===== src/rtl/cmd_to_sbus_if.sv =====
// Signal bundle between the host byte streams, the split bus and cmd_to_sbus.
// master = the decoder side, slave = host/bus-slave side.
interface cmd_to_sbus_if #(
    parameter int ABUSWIDTH = 16
);
    logic [7:0]           CMD_DATA;
    logic                 CMD_VALID;
    logic                 CMD_READY;
    logic [7:0]           RSP_DATA;
    logic                 RSP_VALID;
    logic                 RSP_READY;
    logic [ABUSWIDTH-1:0] BUS_ADD;
    logic [7:0]           BUS_DATA_OUT;
    logic [7:0]           BUS_DATA_IN;
    logic                 BUS_WR;
    logic                 BUS_RD;
    logic                 BUSY;

    modport master (
        input  CMD_DATA, CMD_VALID,
        output CMD_READY,
        output RSP_DATA, RSP_VALID,
        input  RSP_READY,
        output BUS_ADD, BUS_DATA_OUT,
        input  BUS_DATA_IN,
        output BUS_WR, BUS_RD, BUSY
    );

    modport slave (
        output CMD_DATA, CMD_VALID,
        input  CMD_READY,
        input  RSP_DATA, RSP_VALID,
        output RSP_READY,
        input  BUS_ADD, BUS_DATA_OUT,
        output BUS_DATA_IN,
        input  BUS_WR, BUS_RD, BUSY
    );
endinterface


===== src/rtl/cmd_to_sbus.sv =====
// Byte-stream command decoder driving single-cycle BUS_WR/BUS_RD strobes,
// with burst length, address auto-increment and a read-data return stream.
module cmd_to_sbus #(
    parameter int READ_LATENCY = 1,
    parameter int ABUSWIDTH    = 16
) (
    input logic          BUS_CLK,
    input logic          BUS_RST_N,
    cmd_to_sbus_if.master bus
);
    localparam logic [2:0] IDLE      = 3'd0;
    localparam logic [2:0] ADDR_H    = 3'd1;
    localparam logic [2:0] ADDR_L    = 3'd2;
    localparam logic [2:0] WR_DATA   = 3'd3;
    localparam logic [2:0] WR_STROBE = 3'd4;
    localparam logic [2:0] RD_STROBE = 3'd5;
    localparam logic [2:0] RD_WAIT   = 3'd6;
    localparam logic [2:0] RD_OUT    = 3'd7;

    logic [2:0]           state_reg;
    logic                 dir_reg;
    logic [6:0]           remain_reg;   // transactions still to go after the current one
    logic [7:0]           addr_h_reg;
    logic [ABUSWIDTH-1:0] addr_reg;
    logic [1:0]           wait_reg;
    logic [ABUSWIDTH-1:0] bus_add_reg;
    logic [7:0]           data_out_reg;
    logic [7:0]           rsp_data_reg;
    logic                 rsp_valid_reg;
    logic                 wr_reg;
    logic                 rd_reg;

    logic                 cmd_ready;
    logic                 cmd_accept;
    logic                 last_xfer;
    logic [ABUSWIDTH-1:0] addr_next;
    logic [ABUSWIDTH-1:0] addr_frame;

    assign cmd_ready  = BUS_RST_N && (state_reg inside {IDLE, ADDR_H, ADDR_L, WR_DATA});
    assign cmd_accept = cmd_ready && bus.CMD_VALID;
    assign last_xfer  = (remain_reg == 7'd0);
    assign addr_next  = addr_reg + ABUSWIDTH'(1);
    assign addr_frame = ABUSWIDTH'({addr_h_reg, bus.CMD_DATA});

    // BUS_ADD is only reloaded on the edge that opens a strobe cycle, so it
    // keeps its last value while a new frame header is being parsed.
    always_ff @(posedge BUS_CLK or negedge BUS_RST_N) begin
        if (!BUS_RST_N) begin
            state_reg     <= IDLE;
            dir_reg       <= 1'b0;
            remain_reg    <= '0;
            addr_h_reg    <= '0;
            addr_reg      <= '0;
            wait_reg      <= '0;
            bus_add_reg   <= '0;
            data_out_reg  <= '0;
            rsp_data_reg  <= '0;
            rsp_valid_reg <= 1'b0;
            wr_reg        <= 1'b0;
            rd_reg        <= 1'b0;
        end else begin
            wr_reg <= 1'b0;
            rd_reg <= 1'b0;
            case (state_reg)
                IDLE: begin
                    if (cmd_accept) begin
                        dir_reg    <= bus.CMD_DATA[7];
                        remain_reg <= bus.CMD_DATA[6:0];
                        state_reg  <= ADDR_H;
                    end
                end
                ADDR_H: begin
                    if (cmd_accept) begin
                        addr_h_reg <= bus.CMD_DATA;
                        state_reg  <= ADDR_L;
                    end
                end
                ADDR_L: begin
                    if (cmd_accept) begin
                        addr_reg <= addr_frame;
                        if (dir_reg) begin
                            bus_add_reg <= addr_frame;
                            rd_reg      <= 1'b1;
                            state_reg   <= RD_STROBE;
                        end else begin
                            state_reg <= WR_DATA;
                        end
                    end
                end
                WR_DATA: begin
                    if (cmd_accept) begin
                        data_out_reg <= bus.CMD_DATA;
                        bus_add_reg  <= addr_reg;
                        wr_reg       <= 1'b1;
                        state_reg    <= WR_STROBE;
                    end
                end
                WR_STROBE: begin
                    addr_reg <= addr_next;
                    if (last_xfer) begin
                        state_reg <= IDLE;
                    end else begin
                        remain_reg <= remain_reg - 7'd1;
                        state_reg  <= WR_DATA;
                    end
                end
                RD_STROBE: begin
                    wait_reg  <= '0;
                    state_reg <= RD_WAIT;
                end
                RD_WAIT: begin
                    if (wait_reg == 2'(READ_LATENCY - 1)) begin
                        rsp_data_reg  <= bus.BUS_DATA_IN;
                        rsp_valid_reg <= 1'b1;
                        state_reg     <= RD_OUT;
                    end else begin
                        wait_reg <= wait_reg + 2'd1;
                    end
                end
                RD_OUT: begin
                    if (bus.RSP_READY) begin
                        rsp_valid_reg <= 1'b0;
                        addr_reg      <= addr_next;
                        if (last_xfer) begin
                            state_reg <= IDLE;
                        end else begin
                            remain_reg  <= remain_reg - 7'd1;
                            bus_add_reg <= addr_next;
                            rd_reg      <= 1'b1;
                            state_reg   <= RD_STROBE;
                        end
                    end
                end
                default: state_reg <= IDLE;
            endcase
        end
    end

    assign bus.CMD_READY    = cmd_ready;
    assign bus.BUSY         = (state_reg != IDLE);
    assign bus.BUS_ADD      = bus_add_reg;
    assign bus.BUS_DATA_OUT = data_out_reg;
    assign bus.BUS_WR       = wr_reg;
    assign bus.BUS_RD       = rd_reg;
    assign bus.RSP_DATA     = rsp_data_reg;
    assign bus.RSP_VALID    = rsp_valid_reg;
endmodule


===== src/flat_wrapper.sv =====
// flat-port wrapper written by rule: the top's interface ports become plain ports
module cmd_to_sbus_flat 
#(
    parameter int READ_LATENCY = 1,
    parameter int ABUSWIDTH    = 16
)
  (BUS_CLK, BUS_RST_N, bus_CMD_DATA, bus_CMD_VALID, bus_CMD_READY, bus_RSP_DATA, bus_RSP_VALID, bus_RSP_READY, bus_BUS_ADD, bus_BUS_DATA_OUT, bus_BUS_DATA_IN, bus_BUS_WR, bus_BUS_RD, bus_BUSY);
  cmd_to_sbus_if #(.ABUSWIDTH(ABUSWIDTH)) bus_i ();
  input logic BUS_CLK;
  input logic BUS_RST_N;
  input wire logic [$bits(bus_i.CMD_DATA)-1:0] bus_CMD_DATA;
  input wire logic [$bits(bus_i.CMD_VALID)-1:0] bus_CMD_VALID;
  output wire logic [$bits(bus_i.CMD_READY)-1:0] bus_CMD_READY;
  output wire logic [$bits(bus_i.RSP_DATA)-1:0] bus_RSP_DATA;
  output wire logic [$bits(bus_i.RSP_VALID)-1:0] bus_RSP_VALID;
  input wire logic [$bits(bus_i.RSP_READY)-1:0] bus_RSP_READY;
  output wire logic [$bits(bus_i.BUS_ADD)-1:0] bus_BUS_ADD;
  output wire logic [$bits(bus_i.BUS_DATA_OUT)-1:0] bus_BUS_DATA_OUT;
  input wire logic [$bits(bus_i.BUS_DATA_IN)-1:0] bus_BUS_DATA_IN;
  output wire logic [$bits(bus_i.BUS_WR)-1:0] bus_BUS_WR;
  output wire logic [$bits(bus_i.BUS_RD)-1:0] bus_BUS_RD;
  output wire logic [$bits(bus_i.BUSY)-1:0] bus_BUSY;
  assign bus_i.CMD_DATA = bus_CMD_DATA;
  assign bus_i.CMD_VALID = bus_CMD_VALID;
  assign bus_CMD_READY = bus_i.CMD_READY;
  assign bus_RSP_DATA = bus_i.RSP_DATA;
  assign bus_RSP_VALID = bus_i.RSP_VALID;
  assign bus_i.RSP_READY = bus_RSP_READY;
  assign bus_BUS_ADD = bus_i.BUS_ADD;
  assign bus_BUS_DATA_OUT = bus_i.BUS_DATA_OUT;
  assign bus_i.BUS_DATA_IN = bus_BUS_DATA_IN;
  assign bus_BUS_WR = bus_i.BUS_WR;
  assign bus_BUS_RD = bus_i.BUS_RD;
  assign bus_BUSY = bus_i.BUSY;
  cmd_to_sbus #(.READ_LATENCY(READ_LATENCY), .ABUSWIDTH(ABUSWIDTH)) u_core (.BUS_CLK(BUS_CLK), .BUS_RST_N(BUS_RST_N), .bus(bus_i));
endmodule

===== config.mk =====
export PLATFORM = sky130hd
export DESIGN_NAME = cmd_to_sbus_flat
export DESIGN_NICKNAME = d
export VERILOG_FILES = /design/src/rtl/cmd_to_sbus_if.sv /design/src/rtl/cmd_to_sbus.sv /design/src/flat_wrapper.sv
export SDC_FILE = /design/constraint.sdc
export NUM_CORES = 1
export LEC_CHECK = 0
export CAP_MARGIN = 20
export CELL_PAD_IN_SITES_DETAIL_PLACEMENT = 1
export CELL_PAD_IN_SITES_GLOBAL_PLACEMENT = 1
export CORE_MARGIN = 3
export CORE_UTILIZATION = 45
export CTS_BUF_LIST = sky130_fd_sc_hd__clkbuf_16
export DETAILED_ROUTE_END_ITERATION = 16
export GPL_TIMING_DRIVEN = 0
export PLACE_DENSITY_LB_ADDON = 0.12
export SLEW_MARGIN = 20
export SYNTH_ARGS = -nofsm -noshare
export SYNTH_HDL_FRONTEND = slang
export SYNTH_SLANG_ARGS = --single-unit

===== constraint.sdc =====
create_clock -name BUS_CLK -period 4.1 [get_ports BUS_CLK]
set_input_delay 0.82 -clock BUS_CLK [delete_from_list [all_inputs] [get_ports BUS_CLK]]
set_output_delay 0.82 -clock BUS_CLK [all_outputs]
set_load 0.05 [all_outputs]

==> results.sh <==
export IMPL_n_fill_cell=971
export IMPL_synth_edf_count=0
export IMPL_grt_antenna_before_repair=0
export IMPL_switching_share=0.4949
export IMPL_fin_nets=512
export IMPL_pin_count=57
export IMPL_finalClockSkew_ns=0.006273
export IMPL_worstPathRequired_ns=3.28
export IMPL_leakage_nw=2.052
export IMPL_worstSetupEndpointType="output pin"
export IMPL_layout_commonest_cell="dfrtp_1"
export IMPL_syn_area_mm2=0.003944
export IMPL_drv_slew=0
export IMPL_yosysTopAreaCellShare=0.4569
export IMPL_synth_fp_nets=444
export IMPL_maxCapViolCount=0
export IMPL_arrival_ns=2.55
export IMPL_grt_pass1_vias=3768
export IMPL_synth_seq_cells=72
export IMPL_first_iter_violations=231
export IMPL_cts_sinks=72
export IMPL_grt_max_degree=54
export IMPL_fmax_mhz=297.0
export IMPL_grt_total_usage=0.2667
export IMPL_core_area_mm2=0.008382
export IMPL_cts_buffers=9
export IMPL_synthTopCellsByArea="dfrtp_1 46%, mux2_2 7.1%, nand2_1 4.6%, a21oi_1 4.2%, nor2_1 3.4%"
export IMPL_dieHeight_um=99.62
export IMPL_fin_crit_sh=0.8212
export IMPL_tritoncts="built"
export IMPL_area_growth_pct=24.84
export IMPL_placed_area_mm2=0.004661
export IMPL_worst_slew_pin_slew_ns=0.8861
export IMPL_combPwrFrac=0.568
export IMPL_rsz0062_at_grt="false"
export IMPL_place_inst=582
export IMPL_drc=0
export IMPL_finalSetupViolCount=0
export IMPL_layout_drive_gt1_share=0.1362
export IMPL_path_clk_slew_ns=0.06
export IMPL_dr_pass1_iters=4
export IMPL_hold_ws_ns=0.3890
export IMPL_critPathKind="reg -> out"
export IMPL_min_period_ns=3.367
export IMPL_final_util=0.5874
export IMPL_setup_ws_ns=0.7330
export IMPL_yosysUniqueCellTypes=56
export IMPL_clk_latency_ns=0.34
export IMPL_place_ws_ns=0.7132
export IMPL_total_power_mw=4.780
export IMPL_wl_per_cell_um=21.30
export IMPL_portBuffers=56
export IMPL_root_buffer="clkbuf_16"
export IMPL_grt_overflow=0
export IMPL_dieArea_mm2=0.009923
export IMPL_cts_resized=0
export IMPL_drt_wl_total_um=12720
export IMPL_synthFlopType="dfrtp_1"
export IMPL_yosysWarnings=0
export IMPL_worst_ir_drop_vdd_uv=406.1
export IMPL_cts_max_level=3
export IMPL_switchingPower_mw=2.365
export IMPL_p_int_mw=2.415
export IMPL_initial_core_util=0.4705
export IMPL_yosysSeqAreaShare=0.4569
export IMPL_grt_pass1_wl_um=20560
export IMPL_post_cts_repair_setup_buffers=0
export IMPL_syn_inst=420
export IMPL_via_per_inst=6.013
export IMPL_syn_area_per_cell_um2=9.390
export IMPL_hpwl_um=9096
export IMPL_final_hold_viol_count=0
export IMPL_start_kind="flip-flop"
export IMPL_stdcell_count=597
export IMPL_hold_path_class="in -> async"
export IMPL_ant_nets=0
export IMPL_status="completed"
export IMPL_synth_async_sr_flop_share=1.000
export IMPL_setup_tns_ns=0
export IMPL_powerDensity_mw_per_mm2=970.9
export IMPL_vias=3590
export IMPL_mostFrequentLayoutCells="72 x dfrtp_1, 55 x clkdlybuf4s50_1, 48 x nand2_1"
export IMPL_clk_path_buf_depth=2
export IMPL_slew_limit_headroom=0.4057
export IMPL_pwr_share_clk=0.150
export IMPL_die_x_um=99.62
export IMPL_worst_path_max_fanout=10
export IMPL_seqPwrFrac=0.283
export IMPL_hold_buffers=0
export IMPL_gp_congestion=0.8680
export IMPL_synth_top_area_cell="dfrtp_1"
export IMPL_design_area_mm2=0.004923
export IMPL_fp_row_count=33
export IMPL_diodes=0
kinds of logic after synthesis:
family / Yosys count / share of synthesized area
buffers and inverters: 38 / 0.04220
DFF: 72 / 0.4569
AOI/OAI and AO/OA: 123 / 0.1954
xor gates and xnor gates: 13 / 0.02887
and+or+nand+nor: 141 / 0.1824
muxes: 29 / 0.08154
adders and majority gates: 4 / 0.01269
critical path, stage by stage (launching register included):
cell and delay [ns]:
dfrtp_1 0.32, buf_2 0.20, buf_2 0.28, buf_1 0.41, or3_1 0.20, clkdlybuf4s50_1 0.80
Yosys cell counts, types with 6 or more instances:
cell / count
xor2_1: 7
o21ai_1: 9
mux2_2: 25
o22ai_1: 8
and3_1: 16
buf_2: 13
a21oi_1: 33
dfrtp_1: 72
nor2_1: 36
inv_1: 10
clkbuf_1: 13
xnor2_1: 6
a31oi_1: 9
o21ai_0: 27
o22a_1: 8
nand3_1: 6
nand4_1: 10
nand2_1: 48
worst paths after layout:
path                                                to  cells after the start  slack [ns]             startpoint
worst max register to register   u_core.bus.BUS_ADD[5]                      7        1.74   u_core.remain_reg[0]
worst min-delay path            u_core.bus.BUS_ADD[10]                      1        0.39              BUS_RST_N
max in group asynchronous         u_core.remain_reg[6]                      2        3.14              BUS_RST_N
min in group BUS_CLK             u_core.bus.BUS_ADD[9]                      2        0.49  u_core.bus.BUS_ADD[9]
worst max-delay path                          bus_BUSY                      5        0.73    u_core.state_reg[2]
worst min register to register   u_core.bus.BUS_ADD[9]                      2        0.49  u_core.bus.BUS_ADD[9]
layer usage:
metal  share of wire  track usage
met3           0.060      0.03927
met1            0.45       0.3575
met4           0.014      0.08929
met5               0            0
met2            0.48       0.4437
power groups by stage:
stage / sequential [mW] / clock (mW) / combinational, mW
5_1_grt: 1.40 / 0.746 / 2.93
3_5_place_dp: 1.35 / 0 / 2.68
2_1_floorplan: 1.84 / 0 / 1.31
3_3_place_gp: 1.32 / 0 / 2.59
4_1_cts: 1.34 / 0.720 / 2.71
6_report: 1.35 / 0.715 / 2.71
layout make-up:
type	count	area (um2)	area share
sequential	72	1802	0.3659
clock buffer	9	225.2	0.04574
timing repair buffer	57	585.6	0.1189
buffer	28	128.9	0.02618
inverter	10	37.54	0.007624
clock inverter	6	37.54	0.007624
multi-input combinational	310	1976	0.4013
tap	105	131.4	0.02668
(Power assumes the default switching activity.)
